**config.mk**
```make
export PLATFORM = sky130hd
export DESIGN_NAME = exec_unit_flat
export DESIGN_NICKNAME = d
export VERILOG_FILES = /design/src/rtl/exec_if.sv /design/src/rtl/exec_unit.sv /design/src/flat_wrapper.sv
export SDC_FILE = /design/constraint.sdc
export NUM_CORES = 1
export LEC_CHECK = 0
export ABC_AREA = 1
export CORE_MARGIN = 1.5
export CORE_UTILIZATION = 35
export CTS_BUF_LIST = sky130_fd_sc_hd__clkbuf_4 sky130_fd_sc_hd__clkbuf_8 sky130_fd_sc_hd__clkbuf_16
export DETAILED_ROUTE_END_ITERATION = 7
export PLACE_DENSITY = 0.62
export SKIP_LAST_GASP = 1
export SLEW_MARGIN = 5
export SYNTH_ARGS = -nofsm -noshare
export SYNTH_HDL_FRONTEND = slang
export SYNTH_SLANG_ARGS = --single-unit
```
**constraint.sdc**
```tcl
create_clock -name clk_i -period 9.38 [get_ports clk_i]
set_input_delay 1.407 -clock clk_i [delete_from_list [all_inputs] [get_ports clk_i]]
set_output_delay 1.407 -clock clk_i [all_outputs]
set_load 0.03 [all_outputs]
```
**src/rtl/exec_if.sv**
```systemverilog
// Operation/result bundle between the ID/EX pipeline register, hazard
// control and the execute-stage arithmetic unit.
interface exec_if #(
    parameter int WIDTH = 32
) ();

    logic             valid_i;   // operation presented this cycle
    logic [3:0]       ctrl_i;    // ALU control code
    logic [WIDTH-1:0] a_i;       // operand A (rs1)
    logic [WIDTH-1:0] b_i;       // operand B (rs2 or immediate)
    logic             kill_i;    // pipeline flush
    logic [WIDTH-1:0] result_o;  // registered result
    logic             zero_o;    // registered (result == 0)
    logic             done_o;    // result_o/zero_o updated this cycle
    logic             busy_o;    // stall request while mul iterates

    // Pipeline side: presents operations, observes results.
    modport master (
        output valid_i, ctrl_i, a_i, b_i, kill_i,
        input  result_o, zero_o, done_o, busy_o
    );

    // Execute unit side.
    modport slave (
        input  valid_i, ctrl_i, a_i, b_i, kill_i,
        output result_o, zero_o, done_o, busy_o
    );

endinterface

```
**src/rtl/exec_unit.sv**
```systemverilog
// Execute-stage arithmetic unit of the RV32 pipeline. Single-cycle ops
// (and/xor/sll/add/sub/sra) produce a registered result one edge after
// acceptance; mul runs a fixed-latency shift-add engine of MUL_STEPS
// iterations and holds busy_o high so IF/ID/EX freeze while it runs.
// MUL_STEPS must equal WIDTH for the product to be complete.
module exec_unit #(
    parameter int WIDTH     = 32,
    parameter int MUL_STEPS = 32
) (
    input  logic    clk_i,
    input  logic    rst_i,
    exec_if.slave   bus
);

    localparam int SHAMT_W = $clog2(WIDTH);
    localparam int STEP_W  = $clog2(MUL_STEPS + 1);
    localparam logic [STEP_W-1:0] LAST_STEP = STEP_W'(MUL_STEPS - 1);

    localparam logic [3:0] OP_AND = 4'b0000;
    localparam logic [3:0] OP_XOR = 4'b0001;
    localparam logic [3:0] OP_SLL = 4'b0010;
    localparam logic [3:0] OP_ADD = 4'b0011;
    localparam logic [3:0] OP_SUB = 4'b0100;
    localparam logic [3:0] OP_MUL = 4'b0101;
    localparam logic [3:0] OP_SRA = 4'b0110;

    typedef enum logic [0:0] {
        S_IDLE = 1'b0,
        S_MUL  = 1'b1
    } state_e;

    // ------------------------------------------------------------------
    // Helpers
    // ------------------------------------------------------------------

    // Single-cycle result; undefined codes yield zero so zero_o reads 1.
    function automatic logic [WIDTH-1:0] alu_result(
        input logic [3:0]       op,
        input logic [WIDTH-1:0] a,
        input logic [WIDTH-1:0] b
    );
        logic [SHAMT_W-1:0] sh;
        logic [WIDTH-1:0]   r;
        sh = b[SHAMT_W-1:0];
        case (op)
            OP_AND:  r = a & b;
            OP_XOR:  r = a ^ b;
            OP_SLL:  r = a << sh;
            OP_ADD:  r = a + b;
            OP_SUB:  r = a - b;
            OP_SRA:  r = WIDTH'($signed(a) >>> sh);
            default: r = {WIDTH{1'b0}};
        endcase
        return r;
    endfunction

    // Branch-compare flag.
    function automatic logic is_zero(input logic [WIDTH-1:0] v);
        return (v == {WIDTH{1'b0}});
    endfunction

    // ------------------------------------------------------------------
    // State
    // ------------------------------------------------------------------
    state_e             state_q,  state_d;
    logic [WIDTH-1:0]   result_q, result_d;
    logic               zero_q,   zero_d;
    logic               done_q,   done_d;
    logic [WIDTH-1:0]   mcand_q,  mcand_d;
    logic [WIDTH-1:0]   mplier_q, mplier_d;
    logic [WIDTH-1:0]   acc_q,    acc_d;
    logic [STEP_W-1:0]  step_q,   step_d;

    // Accumulator value after the current shift-add iteration.
    logic [WIDTH-1:0]   acc_step_s;

    // One shift-add iteration: add multiplicand when multiplier LSB is set.
    always_comb begin
        if (mplier_q[0]) begin
            acc_step_s = acc_q + mcand_q;
        end else begin
            acc_step_s = acc_q;
        end
    end

    // Next-state and datapath: kill beats any new operation, MUL ignores valid_i.
    always_comb begin
        state_d  = state_q;
        result_d = result_q;
        zero_d   = zero_q;
        done_d   = 1'b0;
        mcand_d  = mcand_q;
        mplier_d = mplier_q;
        acc_d    = acc_q;
        step_d   = step_q;

        if (bus.kill_i) begin
            // Flush: drop any in-flight mul and any op presented now.
            state_d = S_IDLE;
            step_d  = {STEP_W{1'b0}};
        end else begin
            case (state_q)
                S_IDLE: begin
                    if (bus.valid_i) begin
                        if (bus.ctrl_i == OP_MUL) begin
                            mcand_d  = bus.a_i;
                            mplier_d = bus.b_i;
                            acc_d    = {WIDTH{1'b0}};
                            step_d   = {STEP_W{1'b0}};
                            state_d  = S_MUL;
                        end else begin
                            result_d = alu_result(bus.ctrl_i, bus.a_i, bus.b_i);
                            zero_d   = is_zero(result_d);
                            done_d   = 1'b1;
                        end
                    end else begin
                        state_d = S_IDLE;
                    end
                end

                S_MUL: begin
                    acc_d    = acc_step_s;
                    mcand_d  = mcand_q << 1;
                    mplier_d = mplier_q >> 1;
                    step_d   = step_q + {{(STEP_W-1){1'b0}}, 1'b1};
                    if (step_q == LAST_STEP) begin
                        // Fixed latency: finish only on the final step count.
                        result_d = acc_step_s;
                        zero_d   = is_zero(acc_step_s);
                        done_d   = 1'b1;
                        step_d   = {STEP_W{1'b0}};
                        state_d  = S_IDLE;
                    end else begin
                        state_d  = S_MUL;
                    end
                end

                default: begin
                    state_d = S_IDLE;
                    step_d  = {STEP_W{1'b0}};
                end
            endcase
        end
    end

    // State and output registers; reset abandons any mul with no done pulse.
    always_ff @(posedge clk_i) begin
        if (rst_i) begin
            state_q  <= S_IDLE;
            result_q <= {WIDTH{1'b0}};
            zero_q   <= 1'b0;
            done_q   <= 1'b0;
            mcand_q  <= {WIDTH{1'b0}};
            mplier_q <= {WIDTH{1'b0}};
            acc_q    <= {WIDTH{1'b0}};
            step_q   <= {STEP_W{1'b0}};
        end else begin
            state_q  <= state_d;
            result_q <= result_d;
            zero_q   <= zero_d;
            done_q   <= done_d;
            mcand_q  <= mcand_d;
            mplier_q <= mplier_d;
            acc_q    <= acc_d;
            step_q   <= step_d;
        end
    end

    assign bus.result_o = result_q;
    assign bus.zero_o   = zero_q;
    assign bus.done_o   = done_q;
    assign bus.busy_o   = (state_q == S_MUL);

endmodule

```
**src/flat_wrapper.sv**
```systemverilog
// flat-port wrapper written by rule: the top's interface ports become plain ports
module exec_unit_flat 
#(
    parameter int WIDTH     = 32,
    parameter int MUL_STEPS = 32
)
  (clk_i, rst_i, bus_valid_i, bus_ctrl_i, bus_a_i, bus_b_i, bus_kill_i, bus_result_o, bus_zero_o, bus_done_o, bus_busy_o);
  exec_if #(.WIDTH(WIDTH)) bus_i ();
  input  logic clk_i;
  input  logic rst_i;
  input wire logic [$bits(bus_i.valid_i)-1:0] bus_valid_i;
  input wire logic [$bits(bus_i.ctrl_i)-1:0] bus_ctrl_i;
  input wire logic [$bits(bus_i.a_i)-1:0] bus_a_i;
  input wire logic [$bits(bus_i.b_i)-1:0] bus_b_i;
  input wire logic [$bits(bus_i.kill_i)-1:0] bus_kill_i;
  output wire logic [$bits(bus_i.result_o)-1:0] bus_result_o;
  output wire logic [$bits(bus_i.zero_o)-1:0] bus_zero_o;
  output wire logic [$bits(bus_i.done_o)-1:0] bus_done_o;
  output wire logic [$bits(bus_i.busy_o)-1:0] bus_busy_o;
  assign bus_i.valid_i = bus_valid_i;
  assign bus_i.ctrl_i = bus_ctrl_i;
  assign bus_i.a_i = bus_a_i;
  assign bus_i.b_i = bus_b_i;
  assign bus_i.kill_i = bus_kill_i;
  assign bus_result_o = bus_i.result_o;
  assign bus_zero_o = bus_i.zero_o;
  assign bus_done_o = bus_i.done_o;
  assign bus_busy_o = bus_i.busy_o;
  exec_unit #(.WIDTH(WIDTH), .MUL_STEPS(MUL_STEPS)) u_core (.clk_i(clk_i), .rst_i(rst_i), .bus(bus_i));
endmodule
```
==> results of run 1 <==
[per-layer routing]
layer	GRT usage, %	up-vias	routed length [um]
met5	0	-	0
li1	-	9673	-
met4	15.3	0	4040
met1	37.4	8714	29400
met2	43.5	725	28800
met3	3.71	140	4810
[cell type report]
cell class / count / area share [%]
well taps: 600 / 4.11
clock inverters: 15 / 0.789
clock buffers: 17 / 2.33
multi-input cells: 2351 / 64.4
flip-flops and latches: 137 / 15.1
repair buffers: 125 / 6.54
inverters: 326 / 6.74
[cells in the final DEF (no fill, tap or decap), types with 3 or more instances in the layout]
master,count
o211ai_1,11
a21o_1,3
or2_2,18
xor2_1,27
nor3_2,3
nor2_1,189
nand2_1,1071
nand3b_1,10
clkinv_4,3
nand3_1,399
clkinv_2,3
o21bai_1,8
a31oi_1,82
inv_2,3
o21a_1,4
inv_1,316
clkinvlp_4,3
ha_1,97
inv_6,5
xnor2_1,14
nand3_2,14
clkdlybuf4s50_1,104
a211oi_1,3
nor3_1,19
buf_4,19
nand4_1,24
a22o_1,20
clkinv_1,4
nand2_4,18
dfxtp_1,136
clkbuf_16,17
a21oi_1,119
o31ai_1,4
o21ai_1,6
o21ai_0,154
nand2_2,11
[registers in the layout, summed over array words and instances (netlist names)]
name,count
u_core.bus.zero_o,1
u_core.bus.busy_o,1
u_core.bus.done_o,1
u_core.mplier_q,32
u_core.step_q,6
u_core.bus.result_o,32
u_core.mcand_q,32
u_core.acc_q,32
[synthesized netlist by cell type (6+ instances only)]
cell type | count | area, um2
a21oi_1 | 119 | 596
buf_2 | 33 | 165
nand4_1 | 24 | 150
o21bai_1 | 8 | 60.1
ha_1 | 97 | 1210
nand2_4 | 18 | 203
buf_6 | 7 | 78.8
clkbuf_1 | 79 | 297
or2_2 | 18 | 113
inv_1 | 318 | 1190
nand3_1 | 399 | 2000
nor2_1 | 190 | 713
dfxtp_1 | 137 | 2740
nand3_2 | 14 | 140
nand2_2 | 11 | 68.8
a22o_1 | 20 | 175
o21ai_0 | 154 | 771
nand3b_1 | 10 | 75.1
buf_1 | 7 | 26.3
nand2_1 | 1071 | 4020
a31oi_1 | 82 | 513
xor2_1 | 27 | 236
o21ai_1 | 6 | 30.0
nor3_1 | 19 | 95.1
o211ai_1 | 11 | 82.6
xnor2_1 | 14 | 123
[report_power, final]
part | switching [mW] | internal (mW)
Clock | 0.297 | 0.370
Combinational | 0.465 | 0.213
Sequential | 0.0126 | 0.599
[worst register-to-register path, stage by stage (launching register included)]
cell and delay [ns]:
dfxtp_4 0.56, buf_4 0.68, clkinv_2 0.71, o21ai_0 0.35
nand2_1 0.27, clkinv_1 0.10, buf_4 0.48, o21ai_0 0.26
o221ai_1 0.19, inv_1 0.05
[worst paths after layout]
path                 startpoint                 endpoint  slack, ns  cells past startpoint
max reg2reg   u_core.bus.busy_o  u_core.bus.result_o[26]       5.61                      9
max                  bus_b_i[0]        u_core.bus.zero_o       3.30                     28
min          u_core.mplier_q[1]       u_core.mplier_q[0]       0.47                      2
min reg2reg  u_core.mplier_q[1]       u_core.mplier_q[0]       0.47                      2
[logic make-up after synthesis]
kind of cell,count (synthesis),share of synthesized area (%)
AOI/OAI and AO/OA,423,14.8
xor gates and xnor gates,41,2.20
adders and majority gates,99,7.67
buffers and inverters,459,11.4
DFF,137,16.8
and+or+nand+nor,1788,47.1
[through the flow]
step                      utilization (%)  instance area [um2]  hold WS (ns)  instances
after CTS                            39.9                18200         0.471       3571
final                                39.9                18200         0.472       3571
after floorplan                         -                16300         0.446       2947
after detailed placement             38.6                17700         0.461       3539
after global placement               38.6                17700         0.464       3539
after global routing                 39.9                18200         0.494       3571
==> results.json, run 1 <==
{
  "ctsHoldBuffers": 0,
  "overall_routing_resource_usage_pct": 28.0,
  "number_of_enable_type_register_cells_in_the_synthesized_netlist": 0,
  "critPathArrivalTime_ns": 6.46,
  "critPathTopFamily": "simple AND/OR/NAND/NOR gates",
  "final-hold-violation-count": 0,
  "timing.fmax_ghz": 0.165,
  "numClockSinks": 137,
  "crit_share_post_route_pct": 64.8,
  "critical_path.max_stage_delay_ns": 0.59,
  "yosysUniqueCellTypes": 51,
  "slew_viol_final": 0,
  "grt_first_pass_wirelength_um": 102000,
  "largest_net_degree_at_the_start_of_global_routing": 89,
  "drtAntennaViolNets": 0,
  "cts_max_path_buffers": 2,
  "fp.dieH_um": 219,
  "worstSetupPathType": "in2reg",
  "final_layout_size_suffix_gt1_share_pct": 4.54,
  "detail_route.wl_per_cell_um": 18.8,
  "synth_seq_cells": 137,
  "totalPowerFinal_mw": 1.96,
  "slew_headroom_pct": 28.6,
  "num-nets-final": 3129,
  "ys_dominant_reg_cell": "dfxtp_1",
  "cts-buffers-inserted": 17,
  "ir_worst_vdd_mv": 0.114,
  "synth_fp_nets": 3118,
  "synth_async_sr_flop_share_pct": 0,
  "place.gp.congestion": 1.01,
  "port_buffers": 106,
  "cpMaxStageDelayCell": "inv_4",
  "leakagePower_nw": 9.28,
  "syn-cell-area_um2": 16300,
  "worst_setup_end_kind": "flip-flop",
  "tritoncts": "done",
  "dpl_worst_slack_ns": 2.91,
  "cts_post_setup_buffers_inserted": 0,
  "worst_min_path_class": "reg2reg",
  "nFillCells": 5168,
  "grt_remaining_overflow": 0,
  "path_clk_slew_ns": 0.06,
  "route.final.wire_length_um": 67100,
  "dieWidth_um": 219,
  "drcViolationCount": 0,
  "cts_h_tree_depth": 4,
  "synth.yosys.seq_area_share_pct": 16.8,
  "startpoint_type": "input port",
  "num_rows": 78,
  "synthesis_to_finish_area_growth_pct": 11.6,
  "path_common_cell": "nand2_1",
  "setup_tns_ns": 0,
  "initial_antenna_violation_count": 1,
  "clock_insertion_delay_worst_skew_ns": 0.44,
  "cts_resized": 0,
  "critPathMaxFanout": 39,
  "tightestPinTransition_ns": 1.07,
  "register_area_um2": 2750,
  "postLayoutSetupSlackWorst_ns": 3.30,
  "syn_area_per_cell_um2": 5.55,
  "die_area_um2": 48000,
  "final_clock_skew_ns": 0.00929,
  "initialDrtViolationCount": 1850,
  "via_count": 19252,
  "yosys_warnings": 0,
  "unrepaired_setup_endpoints_after_global_routing": "no",
  "drtPass1Iterations": 6,
  "first_global_vias": 17445,
  "critPathBufInv": 6,
  "start_util_pct": 35.7,
  "num_io_pins": 107,
  "worstPathRequired_ns": 9.76,
  "cts.root.buffer_cell": "clkbuf_16",
  "synth_cells": 2947,
  "fp.coreArea_um2": 45800,
  "timing.final.setup_violations": 0,
  "multi_input_gate_area_in_the_final_layout_um2": 11800,
  "detail_route.vias_per_cell": 5.39,
  "power_per_cell_area_nw_per_um2": 107,
  "place.detailed.hpwl_um": 52400,
  "run_status": "finished clean",
  "antenna_diode_instance_count": 0,
  "fin_crit_ns": 6.08,
  "maxCapViolations": 0
}
(Power assumes the default switching activity.)
==> run 2, diff against run 1 <==
- PLACE_DENSITY: 0.62 -> 0.64
- clock period: 9.38 -> 5.2 ns (I/O delays scaled with it)
==> run 2 against run 1 <==
Against the previous run:
- clock power rose by 110%
- final cell count rose by 1.2%
- die area did not move
- wire length rose by 2.6%
- power rose by 92%
- setup slack got worse by 2.8 ns
- clock skew rose by 0.0061 ns
- first-iteration DRC count rose by 4.4%
- via count rose by 1.7%
- critical path depth fell by 1
- register-to-register slack got worse by 3.6 ns
==> results.json, run 2 (synthesis gave the netlist of run 1 again) <==
{
  "start_util_pct": 35.7,
  "sequentialPowerShare_pct": 29.4,
  "sw_frac_of_total_pct": 36.6,
  "critPathArrivalTime_ns": 5.08,
  "crit_share_post_route_pct": 90.2,
  "nFillCells": 5131,
  "worst_min_path_class": "reg2reg",
  "num_io_pins": 107,
  "cts.root.buffer_cell": "clkbuf_16",
  "startpoint_type": "input port",
  "leakagePower_nw": 9.55,
  "postLayoutSetupSlackWorst_ns": 0.509,
  "path_clk_slew_ns": 0.06,
  "initial_antenna_violation_count": 0,
  "run_status": "finished clean",
  "grt_first_pass_wirelength_um": 105000,
  "final_clock_skew_ns": 0.0154,
  "cts_max_path_buffers": 2,
  "power_per_cell_area_nw_per_um2": 201,
  "slew_headroom_pct": 31.6,
  "drtAntennaViolNets": 0,
  "die_area_um2": 48000,
  "overall_routing_resource_usage_pct": 28.7,
  "clockPowerShare_pct": 37.0,
  "maxCapViolations": 0,
  "final_layout_size_suffix_gt1_share_pct": 5.91,
  "num_rows": 78,
  "register_area_um2": 2750,
  "worst_setup_end_kind": "flip-flop",
  "clock_insertion_delay_worst_skew_ns": 0.46,
  "p_int_mw": 2.38,
  "initialDrtViolationCount": 1932,
  "fin_crit_ns": 4.69,
  "mostFrequentLayoutCell": "nand2_1",
  "final-hold-violation-count": 0,
  "final_design_area_no_fill_um2": 18700,
  "largest_net_degree_at_the_start_of_global_routing": 111,
  "worstSetupPathType": "in2reg",
  "ctsHoldBuffers": 0,
  "antenna_diode_instance_count": 0,
  "unrepaired_setup_endpoints_after_global_routing": "no",
  "grt_remaining_overflow": 0,
  "worstPathRequired_ns": 5.59,
  "leading_cell_types_in_the_layout_fill_and_taps_excluded": "1071 x nand2_1, 399 x nand3_1, 316 x inv_1, 189 x nor2_1, 154 x o21ai_0",
  "cts_h_tree_depth": 4,
  "cts_post_setup_buffers_inserted": 0,
  "timing.fmax_ghz": 0.213,
  "detail_route.vias_per_cell": 5.42,
  "tightestPinTransition_ns": 1.03,
  "num-nets-final": 3173,
  "multi_input_gate_area_in_the_final_layout_um2": 11800,
  "place.detailed.hpwl_um": 54200,
  "first_global_vias": 17825,
  "timing.final.setup_violations": 0,
  "cts-buffers-inserted": 17,
  "fp.dieH_um": 219,
  "slew_viol_final": 0,
  "dpl_worst_slack_ns": 0.133,
  "numClockSinks": 137,
  "drtPass1Iterations": 6,
  "cts_resized": 0,
  "power_share_of_the_combinational_group_pct": 33.6,
  "drcViolationCount": 0,
  "net_switching_power_of_the_design_mw": 1.38,
  "fp.coreArea_um2": 45800,
  "worst_hold_slack_ns": 0.470,
  "via_count": 19587,
  "route.final.wire_length_um": 68800,
  "critPathMaxFanout": 5,
  "setup_tns_ns": 0,
  "synthesis_to_finish_area_growth_pct": 14.4,
  "detail_route.wl_per_cell_um": 19.0,
  "ir_worst_vdd_mv": 0.171,
  "tritoncts": "done",
  "placedInstanceArea_um2": 18000,
  "port_buffers": 106,
  "place.gp.congestion": 1.04,
  "dieWidth_um": 219
}
## run 2: worst paths after layout
path | from | endpoint | slack [ns] | depth (start not counted)
worst max-delay path | bus_b_i[0] | u_core.bus.zero_o | 0.51 | 27
worst min-delay path | u_core.mplier_q[20] | u_core.mplier_q[19] | 0.47 | 2
worst max register to register | u_core.acc_q[0] | u_core.bus.zero_o | 1.97 | 19
worst min register to register | u_core.mplier_q[20] | u_core.mplier_q[19] | 0.47 | 2
## run 2: metrics by stage
step | power, mW | std cells | util [%]
4_1_cts | 3.75 | 3614 | 40.8
3_5_place_dp | 2.36 | 3583 | 39.4
5_1_grt | 3.94 | 3614 | 40.8
2_1_floorplan | 1.89 | 2947 | -
3_3_place_gp | 2.36 | 3583 | 39.4
6_report | 3.76 | 3614 | 40.8
## run 2: area by class of cell
cell class,instances,area share (%)
multi-input combinational,2351,62.9
sequential,137,14.7
timing repair buffer,169,8.29
inverter,326,6.58
tap,600,4.02
clock buffer,21,2.54
clock inverter,10,1.01
## run 2: critical path, stage by stage
cell and delay, ns:
clkdlybuf4s50_1 0.51, inv_4 0.09, ha_1 0.13, inv_1 0.05
nor3_2 0.10, inv_1 0.09, nor3_2 0.18, nand4_1 0.19
nor2_2 0.21, nand3_1 0.14, o41ai_2 0.30, xor2_1 0.11
ha_1 0.39, nand2_1 0.14, nor4_1 0.50, nand3_1 0.24
nand2_1 0.12, nand2_1 0.05, nand3_1 0.06, nand3_1 0.17
nor2_1 0.13, nand2_1 0.08, nor2_1 0.11, nand2_1 0.06
nand3_1 0.06, nand2_1 0.05, inv_1 0.04
## run 2: routing by layer
layer	part of all wire [%]	vias to the layer above	GRT usage [%]
met2	44	776	45.7
li1	-	9754	-
met4	5.8	0	14.7
met1	43	8894	37.4
met5	0	-	0
met3	7.8	163	4.39
## run 2: power by group through the flow
stage	registers [mW]	logic, mW	clock network, mW
3_5_place_dp	1.13	1.23	0
2_1_floorplan	1.15	0.742	0
3_3_place_gp	1.13	1.23	0
4_1_cts	1.10	1.23	1.41
5_1_grt	1.11	1.38	1.46
6_report	1.10	1.26	1.39
==> run 3, diff against run 2 <==
- CTS_BUF_LIST: sky130_fd_sc_hd__clkbuf_4 sky130_fd_sc_hd__clkbuf_8 sky130_fd_sc_hd__clkbuf_16 -> sky130_fd_sc_hd__clkbuf_8
- SETUP_SLACK_MARGIN: unset -> 0.2
==> run 3 against run 2 <==
Against the previous run:
- clock skew decreased by 0.0030 ns
- largest power group is now combinational logic
- global-route usage decreased by 0.084 points
- flip-flop and latch count unchanged
- setup slack improved by 0.025 ns
- critical path depth unchanged
- critical endpoint unchanged
==> results.json, run 3 (synthesis gave the netlist of run 1 again) <==
{
  "run_status": "finished clean",
  "drtPass1Iterations": 8,
  "worst_min_path_class": "reg2reg",
  "place.gp.congestion": 1.04,
  "hold_end": "u_core.mplier_q[19]",
  "dpl_worst_slack_ns": 0.133,
  "num_io_pins": 107,
  "path_clk_slew_ns": 0.08,
  "cts.root.buffer_cell": "clkbuf_8",
  "antenna_diode_instance_count": 0,
  "timing.final.setup_violations": 0,
  "first_global_vias": 17746,
  "critPathTopFamily": "simple AND/OR/NAND/NOR gates",
  "die_area_um2": 48000,
  "initialDrtViolationCount": 1921,
  "synthesis_to_finish_area_growth_pct": 13.3,
  "ff_to_ff_setup_slack_ns": 1.97,
  "hold_start": "u_core.mplier_q[20]",
  "worst_setup_end_kind": "flip-flop",
  "r2r-start": "u_core.acc_q[0]",
  "drtAntennaViolNets": 0,
  "final_layout_size_suffix_gt1_share_pct": 5.91,
  "final-hold-violation-count": 0,
  "worstSetupPathType": "in2reg",
  "path_common_cell": "nand2_1",
  "critPathMaxFanout": 5,
  "place.detailed.hpwl_um": 54200,
  "detail_route.vias_per_cell": 5.42,
  "cts_h_tree_depth": 4,
  "crit_share_post_route_pct": 89.7,
  "r2r_end": "u_core.bus.zero_o",
  "fin_crit_ns": 4.67,
  "leakagePower_nw": 9.48,
  "unrepaired_setup_endpoints_after_global_routing": "no",
  "start_util_pct": 35.7,
  "final_cell_count_no_fill": 3614,
  "overall_routing_resource_usage_pct": 28.6,
  "tightestPinTransition_ns": 1.05,
  "grt_first_pass_wirelength_um": 104000,
  "mostFrequentLayoutCell": "nand2_1",
  "postLayoutSetupSlackWorst_ns": 0.534,
  "slew_headroom_pct": 30.0,
  "ctsHoldBuffers": 0,
  "final_clock_skew_ns": 0.0123,
  "fp.coreArea_um2": 45800,
  "port_buffers": 106,
  "tritoncts": "done",
  "leading_cell_types_in_the_layout_fill_and_taps_excluded": "1071 x nand2_1, 399 x nand3_1, 317 x inv_1, 189 x nor2_1, 154 x o21ai_0",
  "fp.dieH_um": 219,
  "detail_route.wl_per_cell_um": 19.0,
  "initial_antenna_violation_count": 0,
  "place_inst": 3583,
  "num-nets-final": 3173,
  "largest_net_degree_at_the_start_of_global_routing": 111,
  "startpoint_type": "input port",
  "route.final.wire_length_um": 68800,
  "whs_path_depth": 2,
  "critPathBufInv": 5,
  "cts_resized": 0,
  "drcViolationCount": 0,
  "grt_remaining_overflow": 0,
  "cpMaxStageDelayCell": "clkdlybuf4s50_1",
  "numClockSinks": 137,
  "worstPathRequired_ns": 5.64,
  "setup_tns_ns": 0,
  "r2r.worst_path.cells": 19,
  "timing.fmax_ghz": 0.214,
  "cts_max_path_buffers": 2,
  "cts-buffers-inserted": 17,
  "via_count": 19588,
  "num_rows": 78,
  "power_per_cell_area_nw_per_um2": 185,
  "dieWidth_um": 219,
  "ir_worst_vdd_mv": 0.151,
  "cts_post_setup_buffers_inserted": 0,
  "maxCapViolations": 0,
  "critPathArrivalTime_ns": 5.11,
  "slew_viol_final": 0,
  "clock_insertion_delay_worst_skew_ns": 0.50,
  "crit_cells": 27,
  "critical_path.max_stage_delay_ns": 0.51
}
==> run 3: cell count changes in the layout (fill, tap and decap cells not counted), sizes merged <==
cell    previous run  this run
clkbuf            21        20
inv              322       323
==> run 3: worst register-to-register path: cells and delay by family, from the launching register on <==
kind | cells | cell delay (ns)
flip-flops | 1 | 0.33
adder cells (fa/ha/maj) | 2 | 0.78
buffers and inverters | 1 | 0.04
AO/OA/AOI/OAI | 1 | 0.12
AND/OR/NAND/NOR | 15 | 1.90
==> run 3: cell type report <==
type / count / area, um2
multi-input combinational: 2351 / 11800
fill: 5140 / 27300
clock inverter: 11 / 193
tap: 600 / 751
timing repair buffer: 169 / 1550
inverter: 326 / 1230
clock buffer: 20 / 275
sequential: 137 / 2750
==> run 3: worst max-delay path by stage <==
stage | startpoint | to | slack, ns
final | bus_b_i[0] | u_core.bus.zero_o | 0.53
after global placement | bus_b_i[0] | u_core.bus.zero_o | 0.12
after detailed placement | bus_b_i[0] | u_core.bus.zero_o | 0.13
after floorplan | bus_b_i[1] | u_core.bus.zero_o | 0.98
after CTS | bus_b_i[0] | u_core.bus.zero_o | 0.63
after global routing | bus_b_i[0] | u_core.bus.zero_o | 0.19
==> run 3: power breakdown <==
group | total [mW] | switching [mW] | internal, mW | leakage, nW
Combinational | 1.26 | 0.857 | 0.408 | 8.13
Clock | 1.06 | 0.456 | 0.607 | 0.237
Sequential | 1.10 | 0.0229 | 1.08 | 1.11
Total | 3.43 | 1.34 | 2.09 | 9.48
==> run 3: metal layers <==
| layer | global-route usage [%] | share of wire [%] | vias to the layer above |
|---|---|---|---|
| li1 | - | - | 9752 |
| met1 | 37.7 | 43 | 8937 |
| met2 | 45.3 | 44 | 747 |
| met3 | 4.02 | 7.2 | 152 |
| met4 | 14.8 | 5.7 | 0 |
| met5 | 0 | 0 | - |
==> run 3: per-stage QoR <==
step                      utilization, %  hold slack [ns]  power [mW]  instance area [um2]
after floorplan                        -            0.446        1.89                16300
after global placement              39.4            0.458        2.36                18000
after detailed placement            39.4            0.460        2.36                18000
after CTS                           40.4            0.469        3.42                18500
after global routing                40.5            0.496        3.61                18500
final                               40.5            0.472        3.43                18500
